[src/rtl/psg_bus_arbiter.sv]
// psg_bus_arbiter: round-robin arbiter that serialises two requesters onto a PSG register bus
//   clk, rst_n                       : clock, asynchronous active-low reset
//   reqN_valid/we/addr/wdata         : request handshake and payload from requester N
//   reqN_ready                       : combinational accept strobe (IDLE only)
//   reqN_rvalid/rdata                : one-cycle read strobe and held read data
//   psg_addr/din/cs_n/wr_n, psg_dout : PSG register bus
//   busy, grant_id                   : access in progress, owner of current/last access
module psg_bus_arbiter #(
    parameter int WR_CYCLES  = 2,
    parameter int GAP_CYCLES = 1
) (
    input  logic       clk,
    input  logic       rst_n,
    input  logic       req0_valid,
    input  logic       req1_valid,
    output logic       req0_ready,
    output logic       req1_ready,
    input  logic       req0_we,
    input  logic       req1_we,
    input  logic [3:0] req0_addr,
    input  logic [3:0] req1_addr,
    input  logic [7:0] req0_wdata,
    input  logic [7:0] req1_wdata,
    output logic       req0_rvalid,
    output logic       req1_rvalid,
    output logic [7:0] req0_rdata,
    output logic [7:0] req1_rdata,
    output logic [3:0] psg_addr,
    output logic [7:0] psg_din,
    output logic       psg_cs_n,
    output logic       psg_wr_n,
    input  logic [7:0] psg_dout,
    output logic       busy,
    output logic       grant_id
);
    typedef enum logic [2:0] {IDLE, SETUP, STROBE, READ, GAP} state_t;
    state_t     state_q, state_d;
    logic [3:0] cnt_q, cnt_d;
    logic       we_q, we_d, rr_q, rr_d, gid_d;
    logic [3:0] addr_d;
    logic [7:0] din_d, rd0_d, rd1_d;
    logic       cs_n_d, wr_n_d, busy_d, rv0_d, rv1_d;
    logic       accept, gnt, last_rd;
    // rr_q names the requester that wins the next tie
    assign gnt        = (req0_valid & req1_valid) ? rr_q : req1_valid;
    assign accept     = rst_n & (state_q == IDLE) & (req0_valid | req1_valid);
    assign req0_ready = accept & ~gnt;
    assign req1_ready = accept & gnt;
    assign last_rd    = (state_q == READ) && (cnt_q == 4'd0);
    always_ff @(posedge clk or negedge rst_n) begin
        if (!rst_n) begin
            state_q <= IDLE;
            cnt_q   <= '0;
        end else begin
            state_q <= state_d;
            cnt_q   <= cnt_d;
        end
    end
    // cnt_q holds the remaining cycles of the timed states, counting down to 0
    always_comb begin
        state_d = state_q;
        cnt_d   = cnt_q;
        case (state_q)
            IDLE:        state_d = accept ? SETUP : IDLE;
            SETUP: begin
                state_d = we_q ? STROBE : READ;
                cnt_d   = we_q ? 4'(WR_CYCLES - 1) : 4'd1;
            end
            STROBE, READ: begin
                state_d = (cnt_q == 4'd0) ? GAP : state_q;
                cnt_d   = (cnt_q == 4'd0) ? 4'(GAP_CYCLES - 1) : cnt_q - 4'd1;
            end
            GAP: begin
                state_d = (cnt_q == 4'd0) ? IDLE : GAP;
                cnt_d   = cnt_q - 4'd1;
            end
            default:     state_d = IDLE;
        endcase
    end
    // bus outputs are registered from the next state so they line up with state_q
    always_comb begin
        cs_n_d = !(state_d inside {SETUP, STROBE, READ});
        wr_n_d = state_d != STROBE;
        busy_d = state_d != IDLE;
        rv0_d  = last_rd & ~grant_id;
        rv1_d  = last_rd & grant_id;
        rd0_d  = rv0_d ? psg_dout : req0_rdata;
        rd1_d  = rv1_d ? psg_dout : req1_rdata;
        addr_d = accept ? (gnt ? req1_addr : req0_addr) : psg_addr;
        din_d  = accept ? (gnt ? req1_wdata : req0_wdata) : psg_din;
        we_d   = accept ? (gnt ? req1_we : req0_we) : we_q;
        gid_d  = accept ? gnt : grant_id;
        rr_d   = accept ? ~gnt : rr_q;
    end
    always_ff @(posedge clk or negedge rst_n) begin
        if (!rst_n) begin
            psg_cs_n    <= 1'b1;
            psg_wr_n    <= 1'b1;
            psg_addr    <= '0;
            psg_din     <= '0;
            busy        <= 1'b0;
            grant_id    <= 1'b0;
            rr_q        <= 1'b0;
            we_q        <= 1'b0;
            req0_rvalid <= 1'b0;
            req1_rvalid <= 1'b0;
            req0_rdata  <= '0;
            req1_rdata  <= '0;
        end else begin
            psg_cs_n    <= cs_n_d;
            psg_wr_n    <= wr_n_d;
            psg_addr    <= addr_d;
            psg_din     <= din_d;
            busy        <= busy_d;
            grant_id    <= gid_d;
            rr_q        <= rr_d;
            we_q        <= we_d;
            req0_rvalid <= rv0_d;
            req1_rvalid <= rv1_d;
            req0_rdata  <= rd0_d;
            req1_rdata  <= rd1_d;
        end
    end
endmodule

[config.mk]
export PLATFORM = sky130hd
export DESIGN_NAME = psg_bus_arbiter
export DESIGN_NICKNAME = d
export VERILOG_FILES = /design/src/rtl/psg_bus_arbiter.sv
export SDC_FILE = /design/constraint.sdc
export NUM_CORES = 1
export LEC_CHECK = 0
export CAP_MARGIN = 30
export CORE_MARGIN = 1
export CORE_UTILIZATION = 44
export CTS_CLUSTER_DIAMETER = 30
export DETAILED_ROUTE_END_ITERATION = 10
export PLACE_DENSITY_LB_ADDON = 0.12
export SYNTH_ARGS = -nofsm -noshare
export SYNTH_HDL_FRONTEND = slang
export SYNTH_SLANG_ARGS = --single-unit
[constraint.sdc]
create_clock -name clk -period 2.4 [get_ports clk]
set_input_delay 0.72 -clock clk [delete_from_list [all_inputs] [get_ports clk]]
set_output_delay 0.72 -clock clk [all_outputs]
set_load 0.005 [all_outputs]
==> impl_metrics.py, run 1 <==
metrics = {
    "outcome": {
        "status": "complete, no violations",
    },
    "global_routing": {
        "antenna_found_initial": 0,
        "grt_pass1_wl_um": 7790,
        "grt_max_degree": 44,
        "grt_usage_pct": 20.5,
        "grt_overflow_total": 0,
        "grt_pass1_vias": 1611,
    },
    "detailed_routing": {
        "dr.pass1.iters": 4,
        "met2WireLength_um": 2410,
        "wl_met1_um": 1990,
        "dr.max_layer_used": "met4",
        "num_vias": 1635,
        "drc": 0,
        "initialDrtViolationCount": 139,
        "wl_um": 4760,
        "ant_nets": 0,
        "wl_per_cell_um": 16.8,
        "wl_met3_um": 285,
        "via_per_inst": 5.76,
    },
    "hold_path": {
        "hp-class": "flip-flop to flip-flop",
        "min_from": "req0_rdata[5]$_DFFE_PN0P_",
    },
    "synth": {
        "yosysUniqueCellTypes": 42,
        "yosys-top-cells-count": "dfrtp_1, mux2_2, a21boi_0",
        "syn_nets": 196,
        "ys_seq_elements": 43,
        "synth_top_area_share_pct": 51.3,
        "yosysMostFrequentCell": "dfrtp_1",
        "syn_avg_cell_area_um2": 12.7,
        "synth_top_flop_cell": "dfrtp_1",
        "synth.area.top_cells": "dfrtp_1, mux2_2, a21boi_0, a221o_2, a221o_1",
        "syn-cell-area_um2": 2000,
        "synth-edff-count": 0,
        "yosysSeqAreaShare_pct": 53.9,
        "synth_top_area_cell": "dfrtp_1",
        "synthArstFlopShare_pct": 100,
        "yosysWarnings": 0,
        "syn-instance-count": 157,
    },
    "cts": {
        "cts_setup_buffers": 0,
        "cts.sinks": 43,
        "ctsResizeCount": 4,
        "htree_num_levels": 2,
        "cts_buffers": 5,
        "clk_pin_slew_ns": 0.08,
        "clockBufferDepth": 2,
        "tritoncts": "done",
        "hold_buffers": 0,
        "ctsRootBufferMaster": "clkbuf_8",
        "clkLatencyLatePin_ns": 0.29,
    },
    "power": {
        "p_sw_uw": 1100,
        "combPwrFrac_pct": 45.6,
        "power.internal_uw": 2500,
        "power.share.clock_pct": 18.3,
        "power_frac_seq_pct": 36.1,
        "power_leakage_uw": 0.00123,
        "switching_share_pct": 30.6,
        "power_uw": 3600,
        "max-vdd-ir-drop_v": 0.000488,
        "power-per-cell-area_nw_per_um2": 1250,
    },
    "floorplanning": {
        "ios": 74,
        "core-area_um2": 4350,
        "die_area_um2": 4820,
        "initial_core_util_pct": 45.9,
        "rows": 24,
        "die_h_um": 69.4,
        "die_x_um": 69.4,
    },
    "place": {
        "dpl.hpwl_um": 3350,
        "place.gp.congestion": 0.771,
        "port_buffers": 73,
        "dpl_worst_slack_ns": -0.286,
        "placedCellCount": 276,
    },
    "worst_setup_path": {
        "critPathKind": "input port to primary output",
        "path_delay_family": "simple AND/OR/NAND/NOR gates",
        "critPathSlowestCell": "dlygate4sd2_1",
        "critical_path.max_fanout": 3,
        "worstPathRequired_ns": 1.68,
        "cp_data_arrival_time_ns": 1.54,
        "path_cells": "buf_2, nor4b_4, and3_1, dlygate4sd2_1",
        "crit_path_start": "rst_n",
        "cp.buffers_inverters": 2,
        "r2r-start": "cnt_q[0]$_DFFE_PN0P_",
        "end_kind": "primary output",
        "cp-start-kind": "input port",
        "cpPeakStageDelay_ns": 0.26,
    },
    "timing": {
        "final.setup.tns_ns": 0,
        "skew_ns": 0.00644,
        "fmax_mhz": 442,
        "finalSetupViolCount": 0,
        "slew_headroom_pct": 57.0,
        "setup_ws_ns": 0.136,
        "post-route-period-util_pct": 94.3,
        "slew_violations": 0,
        "worst_pin_slew_ns": 0.643,
        "rsz0062_at_grt": "false",
        "finalHoldViolCount": 0,
        "post-route-min-period_ns": 2.26,
    },
    "layout": {
        "area_delta_synth_final_pct": 43.9,
        "final_layout_size_suffix_gt1_share_pct": 19.8,
        "nets": 270,
        "layoutNonFillerInstCount": 284,
        "n_antenna_cell": 0,
        "fill_cells": 333,
    },
    "flow_run": {
        "maxCapViolCount": 0,
    },
}
-- power by group through the flow --
stage	registers [µW]	logic, µW	clock network (µW)
6_report	1300	1640	659
5_1_grt	1350	1770	705
4_1_cts	1300	1650	669
3_5_place_dp	1310	1650	0
3_3_place_gp	1290	1580	0
2_1_floorplan	1280	875	0
-- metrics by stage --
| step | area, µm² | util (%) | hold WS [ns] |
|---|---|---|---|
| final | 2880 | 66.1 | 0.509 |
| after global routing | 2880 | 66.1 | 0.541 |
| after CTS | 2880 | 66.1 | 0.515 |
| after detailed placement | 2750 | 63.2 | 0.495 |
| after global placement | 2750 | 63.2 | 0.487 |
| after floorplan | 2000 | - | 0.424 |
-- cell families after synthesis --
logic type | share of synthesized area (%)
adder cells (fa/ha/maj) | 0.625
flip-flops | 53.9
AO/OA/AOI/OAI | 21.3
AND/OR/NAND/NOR | 9.38
buffers and inverters | 5.75
multiplexers | 9.01
-- registers in the layout, indices dropped and copies added, names as in the netlist --
signal	cells
psg_din	8
req0_rdata	8
req1_rdata	8
cnt_q	4
psg_addr	4
state_q	3
busy	1
grant_id	1
psg_cs_n	1
psg_wr_n	1
req0_rvalid	1
req1_rvalid	1
rr_q	1
we_q	1
-- metal layers --
layer / vias to the layer above / GRT usage [%]
li1: 735 / -
met1: 809 / 25.6
met2: 81 / 34.2
met3: 10 / 4.51
met4: 0 / 8.62
met5: - / 0
-- final timing paths --
kind                                              to  slack, ns  depth (start not counted)
setup / recovery                          req1_ready       0.14                          4
hold / removal             req0_rdata[5]$_DFFE_PN0P_       0.51                          1
setup reg to reg           req0_rdata[1]$_DFFE_PN0P_       0.29                          5
hold reg to reg            req0_rdata[5]$_DFFE_PN0P_       0.51                          1
max in group asynchronous         psg_wr_n$_DFF_PN1_       1.48                          2
min in group asynchronous       cnt_q[2]$_DFFE_PN0P_       0.54                          2
-- layout by cell type, fill, tap and decap left out, types with 2 or more instances in the layout --
cell,instances
o21ai_0,5
dlygate4sd2_1,4
a21boi_0,13
o211ai_1,3
clkdlybuf4s50_1,68
a221o_1,7
buf_4,7
nor2b_1,4
clkbuf_8,5
a32oi_1,2
inv_1,6
nand2b_1,4
bufinv_16,2
o41a_1,2
dfstp_2,2
a21oi_1,4
mux2_2,16
nand2_1,3
nand3_1,4
dfrtp_1,41
a221o_2,7
-- cell type report --
type | count | area (µm²) | share of cell area (%)
clock buffers | 6 | 72.6 | 2.52
clock inverters | 2 | 60.1 | 2.09
inverters | 6 | 22.5 | 0.782
multi-input cells | 95 | 807 | 28.0
flip-flops and latches | 43 | 1080 | 37.5
well taps | 52 | 65.1 | 2.26
repair buffers | 80 | 773 | 26.9
No activity file was read; power rests on OpenSTA's default activity.
==> inputs of run 2 (changes only) <==
CTS_CLUSTER_DIAMETER = default   (was 30)
==> results of run 2 <==
No change in the layout: final DEF, timing and power equal those of run 1.
